File: src/rtl/yurut_birim_zamanlayici_if.sv
// Bundle between decode / multi-cycle units and the execute-stage issue scheduler.
// slave: the scheduler side; master: the decode and unit side that drives requests and done pulses.
interface yurut_birim_zamanlayici_if #(
    parameter int VERI_W   = 32,
    parameter int YAZMAC_W = 5
);
    logic                durdur_i;
    logic                istek_gecerli_i;
    logic [1:0]          birim_sec_i;
    logic [YAZMAC_W-1:0] hedef_yazmaci_i;
    logic                yazmaca_yaz_i;
    logic [2:0]          birim_hazir_i;
    logic [VERI_W-1:0]   amb_sonuc_i;
    logic [VERI_W-1:0]   yz_sonuc_i;
    logic [VERI_W-1:0]   kripto_sonuc_i;

    logic [2:0]          baslat_o;
    logic                yurut_stall_o;
    logic                sonuc_gecerli_o;
    logic [VERI_W-1:0]   sonuc_o;
    logic [YAZMAC_W-1:0] hedef_yazmaci_o;
    logic                yazmaca_yaz_o;
    logic                hata_o;

    modport master (
        output durdur_i, istek_gecerli_i, birim_sec_i, hedef_yazmaci_i, yazmaca_yaz_i,
        output birim_hazir_i, amb_sonuc_i, yz_sonuc_i, kripto_sonuc_i,
        input  baslat_o, yurut_stall_o, sonuc_gecerli_o, sonuc_o, hedef_yazmaci_o,
        input  yazmaca_yaz_o, hata_o
    );

    modport slave (
        input  durdur_i, istek_gecerli_i, birim_sec_i, hedef_yazmaci_i, yazmaca_yaz_i,
        input  birim_hazir_i, amb_sonuc_i, yz_sonuc_i, kripto_sonuc_i,
        output baslat_o, yurut_stall_o, sonuc_gecerli_o, sonuc_o, hedef_yazmaci_o,
        output yazmaca_yaz_o, hata_o
    );
endinterface

File: src/rtl/yurut_birim_zamanlayici.sv
// Issue scheduler for the execute stage's multi-cycle units (AMB, YZ, KRIPTO): start, stall, write back.
// Optional watchdog: define YURUT_ZAMAN_ASIMI_EN to abort a unit that never reports done.
module yurut_birim_zamanlayici #(
    parameter int VERI_W      = 32,
    parameter int YAZMAC_W    = 5,
    parameter int ZAMAN_ASIMI = 64
) (
    input logic                      clk_i,
    input logic                      rst_i,
    yurut_birim_zamanlayici_if.slave bus
);
    typedef enum logic [1:0] {
        BOSTA  = 2'd0,
        MESGUL = 2'd1,
        YAZ    = 2'd2
    } durum_t;

    durum_t              durum;
    durum_t              durum_sonraki;

    logic [1:0]          sec_q;
    logic [YAZMAC_W-1:0] hedef_q;
    logic                yaz_q;
    logic [2:0]          baslat_q;
    logic [VERI_W-1:0]   sonuc_q;
    logic                bekleyen_q;
    logic                hata_q;

    logic                kabul;
    logic                ayrilmis;
    logic                secili_hazir;
    logic                tamam;
    logic                zaman_asimi;
    logic [VERI_W-1:0]   secili_sonuc;
    logic [2:0]          baslat_d;

    assign kabul    = (durum == BOSTA) && bus.istek_gecerli_i && !bus.durdur_i
                      && (bus.birim_sec_i != 2'b11);
    assign ayrilmis = (durum == BOSTA) && bus.istek_gecerli_i && !bus.durdur_i
                      && (bus.birim_sec_i == 2'b11);
    assign tamam    = secili_hazir || bekleyen_q;

    // NOTE: every variable written in an always_comb gets a default first, so no path can infer a latch.
    always_comb begin
        secili_hazir = 1'b0;
        secili_sonuc = '0;
        baslat_d     = 3'b000;
        case (sec_q)
            2'b00:   begin secili_hazir = bus.birim_hazir_i[0]; secili_sonuc = bus.amb_sonuc_i;    end
            2'b01:   begin secili_hazir = bus.birim_hazir_i[1]; secili_sonuc = bus.yz_sonuc_i;     end
            2'b10:   begin secili_hazir = bus.birim_hazir_i[2]; secili_sonuc = bus.kripto_sonuc_i; end
            default: ;
        endcase
        case (bus.birim_sec_i)
            2'b00:   baslat_d = 3'b001;
            2'b01:   baslat_d = 3'b010;
            2'b10:   baslat_d = 3'b100;
            default: ;
        endcase
    end

`ifdef YURUT_ZAMAN_ASIMI_EN
    localparam int SAYAC_W = $clog2(ZAMAN_ASIMI + 1);
    logic [SAYAC_W-1:0] sayac_q;

    // The abort fires on the non-frozen MESGUL cycle that would bring the count to ZAMAN_ASIMI.
    assign zaman_asimi = (durum == MESGUL) && !bus.durdur_i && !tamam
                         && (sayac_q == SAYAC_W'(ZAMAN_ASIMI - 1));

    always_ff @(posedge clk_i) begin
        if (rst_i) begin
            sayac_q <= '0;
        end else if (kabul) begin
            sayac_q <= '0;
        end else if ((durum == MESGUL) && !bus.durdur_i) begin
            sayac_q <= sayac_q + SAYAC_W'(1);
        end
    end
`else
    assign zaman_asimi = 1'b0;
`endif

    // NOTE: sequential state uses non-blocking assignments so every register samples pre-edge values.
    always_ff @(posedge clk_i) begin
        if (rst_i) begin
            durum <= BOSTA;
        end else begin
            durum <= durum_sonraki;
        end
    end

    always_comb begin
        durum_sonraki = durum;
        unique case (durum)
            BOSTA: begin
                if (kabul) durum_sonraki = MESGUL;
            end
            MESGUL: begin
                if (!bus.durdur_i && (tamam || zaman_asimi)) durum_sonraki = YAZ;
            end
            YAZ: begin
                if (!bus.durdur_i) durum_sonraki = BOSTA;
            end
            default: durum_sonraki = BOSTA;
        endcase
    end

    always_ff @(posedge clk_i) begin
        if (rst_i) begin
            sec_q      <= 2'b00;
            hedef_q    <= '0;
            yaz_q      <= 1'b0;
            baslat_q   <= 3'b000;
            sonuc_q    <= '0;
            bekleyen_q <= 1'b0;
            hata_q     <= 1'b0;
        end else begin
            baslat_q <= kabul ? baslat_d : 3'b000;
            hata_q   <= ayrilmis || zaman_asimi;

            if (kabul) begin
                sec_q      <= bus.birim_sec_i;
                hedef_q    <= bus.hedef_yazmaci_i;
                yaz_q      <= bus.yazmaca_yaz_i;
                bekleyen_q <= 1'b0;
            end

            if (durum == MESGUL) begin
                if (zaman_asimi) begin
                    sonuc_q <= '0;
                    yaz_q   <= 1'b0;
                end else if (secili_hazir && !bekleyen_q) begin
                    // A done seen under freeze is remembered until the pipeline moves again.
                    sonuc_q    <= secili_sonuc;
                    bekleyen_q <= bus.durdur_i;
                end else if (!bus.durdur_i) begin
                    bekleyen_q <= 1'b0;
                end
            end
        end
    end

    assign bus.baslat_o        = baslat_q;
    assign bus.yurut_stall_o   = (durum != BOSTA);
    assign bus.sonuc_gecerli_o = (durum == YAZ);
    assign bus.yazmaca_yaz_o   = (durum == YAZ) && yaz_q;
    assign bus.sonuc_o         = sonuc_q;
    assign bus.hedef_yazmaci_o = hedef_q;
    assign bus.hata_o          = hata_q;
endmodule

File: src/flat_wrapper.sv
// flat-port wrapper written by rule: the top's interface ports become plain ports
module yurut_birim_zamanlayici_flat 
#(
    parameter int VERI_W      = 32,
    parameter int YAZMAC_W    = 5,
    parameter int ZAMAN_ASIMI = 64
)
  (clk_i, rst_i, bus_durdur_i, bus_istek_gecerli_i, bus_birim_sec_i, bus_hedef_yazmaci_i, bus_yazmaca_yaz_i, bus_birim_hazir_i, bus_amb_sonuc_i, bus_yz_sonuc_i, bus_kripto_sonuc_i, bus_baslat_o, bus_yurut_stall_o, bus_sonuc_gecerli_o, bus_sonuc_o, bus_hedef_yazmaci_o, bus_yazmaca_yaz_o, bus_hata_o);
  yurut_birim_zamanlayici_if #(.VERI_W(VERI_W), .YAZMAC_W(YAZMAC_W)) bus_i ();
  input logic clk_i;
  input logic rst_i;
  input wire logic [$bits(bus_i.durdur_i)-1:0] bus_durdur_i;
  input wire logic [$bits(bus_i.istek_gecerli_i)-1:0] bus_istek_gecerli_i;
  input wire logic [$bits(bus_i.birim_sec_i)-1:0] bus_birim_sec_i;
  input wire logic [$bits(bus_i.hedef_yazmaci_i)-1:0] bus_hedef_yazmaci_i;
  input wire logic [$bits(bus_i.yazmaca_yaz_i)-1:0] bus_yazmaca_yaz_i;
  input wire logic [$bits(bus_i.birim_hazir_i)-1:0] bus_birim_hazir_i;
  input wire logic [$bits(bus_i.amb_sonuc_i)-1:0] bus_amb_sonuc_i;
  input wire logic [$bits(bus_i.yz_sonuc_i)-1:0] bus_yz_sonuc_i;
  input wire logic [$bits(bus_i.kripto_sonuc_i)-1:0] bus_kripto_sonuc_i;
  output wire logic [$bits(bus_i.baslat_o)-1:0] bus_baslat_o;
  output wire logic [$bits(bus_i.yurut_stall_o)-1:0] bus_yurut_stall_o;
  output wire logic [$bits(bus_i.sonuc_gecerli_o)-1:0] bus_sonuc_gecerli_o;
  output wire logic [$bits(bus_i.sonuc_o)-1:0] bus_sonuc_o;
  output wire logic [$bits(bus_i.hedef_yazmaci_o)-1:0] bus_hedef_yazmaci_o;
  output wire logic [$bits(bus_i.yazmaca_yaz_o)-1:0] bus_yazmaca_yaz_o;
  output wire logic [$bits(bus_i.hata_o)-1:0] bus_hata_o;
  assign bus_i.durdur_i = bus_durdur_i;
  assign bus_i.istek_gecerli_i = bus_istek_gecerli_i;
  assign bus_i.birim_sec_i = bus_birim_sec_i;
  assign bus_i.hedef_yazmaci_i = bus_hedef_yazmaci_i;
  assign bus_i.yazmaca_yaz_i = bus_yazmaca_yaz_i;
  assign bus_i.birim_hazir_i = bus_birim_hazir_i;
  assign bus_i.amb_sonuc_i = bus_amb_sonuc_i;
  assign bus_i.yz_sonuc_i = bus_yz_sonuc_i;
  assign bus_i.kripto_sonuc_i = bus_kripto_sonuc_i;
  assign bus_baslat_o = bus_i.baslat_o;
  assign bus_yurut_stall_o = bus_i.yurut_stall_o;
  assign bus_sonuc_gecerli_o = bus_i.sonuc_gecerli_o;
  assign bus_sonuc_o = bus_i.sonuc_o;
  assign bus_hedef_yazmaci_o = bus_i.hedef_yazmaci_o;
  assign bus_yazmaca_yaz_o = bus_i.yazmaca_yaz_o;
  assign bus_hata_o = bus_i.hata_o;
  yurut_birim_zamanlayici #(.VERI_W(VERI_W), .YAZMAC_W(YAZMAC_W), .ZAMAN_ASIMI(ZAMAN_ASIMI)) u_core (.clk_i(clk_i), .rst_i(rst_i), .bus(bus_i));
endmodule
File: config.mk
export PLATFORM = sky130hd
export DESIGN_NAME = yurut_birim_zamanlayici_flat
export DESIGN_NICKNAME = d
export VERILOG_FILES = /design/src/rtl/yurut_birim_zamanlayici_if.sv /design/src/rtl/yurut_birim_zamanlayici.sv /design/src/flat_wrapper.sv
export SDC_FILE = /design/constraint.sdc
export NUM_CORES = 1
export LEC_CHECK = 0
export BUFFER_PORTS_ARGS = -buffer_cell sky130_fd_sc_hd__buf_2
export CORE_AREA = 2 2 79 81
export CTS_CLUSTER_DIAMETER = 150
export DETAILED_ROUTE_END_ITERATION = 16
export DIE_AREA = 0 0 81 83
export PLACE_DENSITY = 0.87
export SLEW_MARGIN = 25
export SYNTH_ARGS = -nofsm -noshare
export SYNTH_HDL_FRONTEND = slang
export SYNTH_SLANG_ARGS = --single-unit
File: constraint.sdc
create_clock -name clk_i -period 2.3 [get_ports clk_i]
set_clock_uncertainty 0.05 [all_clocks]
set_input_delay 0.23 -clock clk_i [delete_from_list [all_inputs] [get_ports clk_i]]
set_output_delay 0.23 -clock clk_i [all_outputs]
set_load 0.02 [all_outputs]
Word level (Yosys, flattened, before mapping)
Cells that the tools add are included.
Word-level totals
  register bits after elaboration: 47
  bits in latches: 0
  memory bits (writable): 0
  memory bits (read-only): 0
  input bits: 111
  output and inout bits: 44
  logic and storage cells: 48
  memories: 0
Operators by class
  add/subtract/negate cells: 0
  multipliers: 0
  divide/modulo/power cells: 0
  magnitude comparators: 0
  equality and inequality tests: 11
  shift-type cells: 0
  muxes and demuxes: 11
  bitwise operators: 1
  reductions and logical operators: 17
Operators with widths (number)
  one-hot mux 32 bit (3 select lines): 1
  one-hot mux 3 bit (3 select lines): 1
  == test 2 bit (second input constant): 4
  logical AND 1 bit: 7
  == test 2 x 1 -> 1 bit (second input constant): 3
  zero test 2 bit: 3
  two-way mux 2 bit: 3
  one-hot mux 2 bit (3 select lines): 1
  two-way mux 1 bit: 4
  != test 2 x 1 -> 1 bit (second input constant): 2
  != test 2 bit (second input constant): 2
  one-hot mux 1 bit (3 select lines): 1
  AND reduction 3 bit: 1
  zero test 1 bit: 2
  AND reduction 2 bit: 1
  nonzero test 2 bit: 1
  OR reduction 2 bit: 1
  logical OR 1 bit: 1
  NOT 1 bit: 1

Longest topological paths before layout
  word-level depth: 8
  mapped depth: 7
  gate-level depth less buffers: 4

Worst setup path after synthesis
Ideal clock, no wire load.
  path type: reg-to-reg
  start point: register u_core.sec_q[0]
  end point: register u_core.sonuc_q[10] (netlist: u_core.bus.sonuc_o[10])
  library setup time: 0.132 ns
  arrival time: 1.253 ns
  required time: 2.118 ns
  slack: 0.865 ns
  stages on the path, launching flop included: 7
  buffers on the path: 2
  period minus slack after synthesis: 1.435 ns
  cells stage by stage: dfxtp_1 > buf_6 > nand2b_1 > mux2_4 > buf_2 > o21ai_1 > a21oi_1
Between the ends
  word-level cells in the longest chain between the ends: 4
  elaborated cells on any way between the ends: 7
  classes of those cells: eq/ne (2); mux (2); reduce/logical (3)
Ends and longest elaborated chain
  from (decl): line yurut_birim_zamanlayici.sv:21  | logic [1:0] sec_q;
  from (signal assigned): line yurut_birim_zamanlayici.sv:122  | sec_q <= bus.birim_sec_i;
  == test 2 bit (tied with other cells): line yurut_birim_zamanlayici.sv:48  | case (sec_q)
  one-hot mux 1 bit (3 select lines): line yurut_birim_zamanlayici.sv:48
  logical AND 1 bit: line yurut_birim_zamanlayici.sv:132  | end else if (secili_hazir && !bekleyen_q) begin
  AND reduction 2 bit (no source line)
  to (signal assigned): line yurut_birim_zamanlayici.sv:134  | sonuc_q <= secili_sonuc;
  to (decl): line yurut_birim_zamanlayici.sv:25  | logic [VERI_W-1:0] sonuc_q;
Several ways; a longest one is shown, not always the timed one.
A chain may end at the register's enable or synchronous reset.

Final worst setup path
  start point: register u_core.sec_q[1]
  end point: register u_core.sonuc_q[24] (netlist: u_core.bus.sonuc_o[24])
The elaborated chain is that of the path after synthesis.

==> summary.md <==
| Metric | Value |
|---|---|
| Post_cts resized | `0` |
| CP bufs+invs | `1` |
| Fin. max-slew vios | `0` |
| Die height | `83 um` |
| CTS tree | `built` |
| Simple-gate area share of the yosys netlist | `0.143` |
| Final setup viols | `0` |
| # diodes | `0` |
| Total power | `1.81 mW` |
| Clock Tree Root | `clkbuf_8` |
| Final TNS setup | `0 ns` |
| GRT Overall Usage | `0.205` |
| Status | `completed` |
| Final HPWL DP | `5.36 mm` |
| Critical path's top delay family | `flip-flops` |
| Max Clk Rate | `541 MHz` |
| Critical path class | `flop to flop` |
| Post-Syn Nets | `406` |
| Max-cap violations | `0` |
| Pwr/cell area | `522 nW/um2` |
| CP endpoint kind | `flop` |
| Worst-path clk slew | `0.08 ns` |
| Power Internal | `1.28 mW` |
| Die ar. | `6720 um2` |
| Critical Path AT | `1.96 ns` |
| Layout cells sized above 1 | `0.450` |
| Row Count | `28` |
| First-pass GRT wire length | `11.1 mm` |
| Synthesis Warnings | `0` |
| Final Critical Period | `1.85 ns` |
| Placed inst area | `3370 um2` |
| Max clock buf depth | `2` |
| Slew at the pin with the worst max-slew slack | `0.580 ns` |
| Number of antenna-violating nets in the routed design | `0` |
| Fin. Hold Viols | `0` |
| Ys async rst share | `0` |
| WL final | `7.00 mm` |
| P_sw | `527 uW` |
| Routability cong. | `0.775` |
| Synth Cell Area | `2570 um2` |
| Initial antenna violation count | `0` |
| Skew-Pair Late Insertion Delay | `0.29 ns` |
| Mux share of post-synthesis cell area | `0.171` |
| Sequential fraction of the synthesis area | `0.366` |
| Largest net degree at the start of global routing | `30` |
| Switching share of power | `0.291` |
| Netlist cell types | `31` |
| Peak supply drop | `344 uV` |
| Port Buffers | `154` |
| Compound-Gate Fraction of Synth Area | `0.258` |
| Worst Hold Class | `input pin to flop` |
| Critical Path, Cell by Cell | `mux2_4, nor2_4, buf_4, a311oi_2` |
| Dominant synthesized flop cell | `dfxtp_1` |
| Startpoint Class | `flop` |
| Period utilization | `0.803` |
| DR pass1 iterations | `4` |
| Post-route DRC | `0` |
| Vias | `2692` |
| Routed WL per cell | `13.6 um` |
| Slowest-stage cell, CP | `dfxtp_2` |
| P&R area growth vs syn | `34.7%` |
| TritonCTS Buffers | `5` |
| Starting Density | `0.443` |
| Clock share of power | `0.283` |
| Chip width | `81 um` |
| Initial DRC Count | `67` |
| CP peak stage delay | `0.68 ns` |
| Via density | `5.23` |
| Flops & latches, synth | `47` |
| # Post-CTS Setup Buffers | `0` |
| Vias in the first global route | `2505` |
| IO Count | `155` |
| Slew margin rel. | `0.613` |
| Total congestion overflow | `0` |
| Largest family of logic cells by synthesized area | `compound AO/OA/AOI/OAI gates` |
| Worst path required time | `2.41 ns` |
| # clock sinks | `47` |
| Combinational group share of total power | `0.236` |
| Post-Synthesis Cells | `295` |
| H-tree depth | `2` |
| Unrepaired setup endpoints after global routing | `no` |
| Sequential share of power | `0.481` |
| Core area | `5820 um2` |
| Mapped Avg Cell Area | `8.72 um2` |
| Crit-path max FO | `24` |
| EDFF count, synth | `0` |
| Xor/xnor cell area share of the yosys netlist | `0` |
| Post-route cell area | `3470 um2` |
| Nets | `550` |
| Pleak | `1.55 nW` |
| Post-Synth Adder-Cell Area | `0` |
| Cts hold-fix bufs | `0` |
-- worst register-to-register path, delay by kind of cell (launching register included) --
family                 cells  cell delay, ns
buffers and inverters      1            0.31
AND/OR/NAND/NOR            1            0.09
flip-flops                 1            0.68
AO/OA/AOI/OAI              1            0.15
multiplexers               1            0.43
-- per-layer routing --
| layer | vias up | share of wire | wire length (um) | GRT usage |
|---|---|---|---|---|
| met5 | - | 0 | 0 | 0 |
| met1 | 1222 | 0.39 | 2720 | 0.229 |
| li1 | 1343 | - | - | - |
| met2 | 121 | 0.51 | 3570 | 0.380 |
| met4 | 0 | 0.0079 | 55 | 0.0385 |
| met3 | 6 | 0.093 | 653 | 0.0565 |
-- synthesized netlist by cell type (2+ instances only) --
library cell	n	area (um2)
buf_4	3	22.5
nand2_1	16	60.1
nor2b_1	6	37.5
nand2b_1	4	25.0
mux2i_4	2	45.0
clkbuf_1	10	37.5
dfxtp_1	47	941
a211oi_2	17	213
o21ai_1	10	50.1
mux2i_1	38	380
nor2_1	31	116
buf_6	5	56.3
buf_2	7	35.0
nand3_1	13	65.1
a21oi_1	52	260
buf_1	2	7.51
o21ai_0	16	80.1
a22oi_1	2	15.0
a211oi_1	2	15.0
-- cells in the final DEF, fill, tap and decap left out --
| cell | n |
|---|---|
| o21ai_1 | 10 |
| and2_1 | 1 |
| nor2b_1 | 6 |
| o21ai_0 | 16 |
| nand3_1 | 13 |
| a221oi_1 | 1 |
| nand3b_1 | 1 |
| and3_1 | 1 |
| clkinv_4 | 1 |
| nor2_2 | 1 |
| clkbuf_1 | 1 |
| nand2b_1 | 4 |
| buf_2 | 154 |
| a311oi_2 | 1 |
| nor3_1 | 1 |
| a21oi_1 | 52 |
| dfxtp_2 | 2 |
| mux2i_4 | 2 |
| nor3b_1 | 1 |
| mux2_4 | 1 |
| nor2_4 | 1 |
| nor2_1 | 30 |
| buf_12 | 1 |
| a211oi_2 | 17 |
| or2_2 | 1 |
| a211oi_1 | 2 |
| dfxtp_1 | 45 |
| a22oi_1 | 2 |
| mux2i_1 | 38 |
| o211ai_1 | 1 |
| nor4b_2 | 1 |
| clkbuf_8 | 6 |
| buf_4 | 9 |
| nand2_1 | 16 |
-- metrics by stage --
stage,setup slack [ns],instances,utilization,hold slack (ns)
after floorplan,0.865,295,-,0.252
after global placement,0.534,507,0.580,0.401
after detailed placement,0.453,507,0.580,0.404
after CTS,0.437,515,0.596,0.0776
after global routing,0.354,515,0.596,0.0927
final,0.453,515,0.596,0.0969
-- path summary, 6_finish.rpt --
| check | depth (start not counted) | slack [ns] | from | to |
|---|---|---|---|---|
| max reg2reg | 4 | 0.45 | u_core.sec_q[1] | u_core.bus.sonuc_o[24] |
| max | 4 | 0.45 | u_core.sec_q[1] | u_core.bus.sonuc_o[24] |
| min | 2 | 0.1 | bus_birim_sec_i[0] | u_core.bus.baslat_o[0] |
| min reg2reg | 2 | 0.43 | u_core.bus.sonuc_o[3] | u_core.bus.sonuc_o[3] |
-- layout make-up --
type / count / area (um2)
clock inverter: 1 / 8.76
timing repair buffer: 164 / 858
multi-input combinational: 221 / 1480
clock buffer: 7 / 86.3
tap: 75 / 93.8
fill: 527 / 2350
sequential: 47 / 943
-- power groups by stage --
stage / clock network, mW / registers [mW] / logic (mW)
floorplan: 0 / 0.918 / 0.235
detailed placement: 0 / 0.890 / 0.430
global route: 0.567 / 0.877 / 0.471
global placement: 0 / 0.889 / 0.414
finish: 0.513 / 0.872 / 0.427
CTS: 0.528 / 0.872 / 0.431
-- flip-flops by register name, summed over array words and instances (netlist names) --
signal	count
u_core.yaz_q	1
u_core.bus.sonuc_o	32
u_core.bus.baslat_o	3
u_core.sec_q	2
u_core.bus.hata_o	1
u_core.durum	2
u_core.bekleyen_q	1
u_core.bus.hedef_yazmaci_o	5
-- kinds of logic (layout without fill, tap and decap cells) --
logic type / Yosys count / after routing
buf+inv: 27 / 172
simple gates: 78 / 78
flops: 47 / 47
compound gates: 102 / 102
mux: 41 / 41
Note: power is estimated with default switching activity, not from simulation.
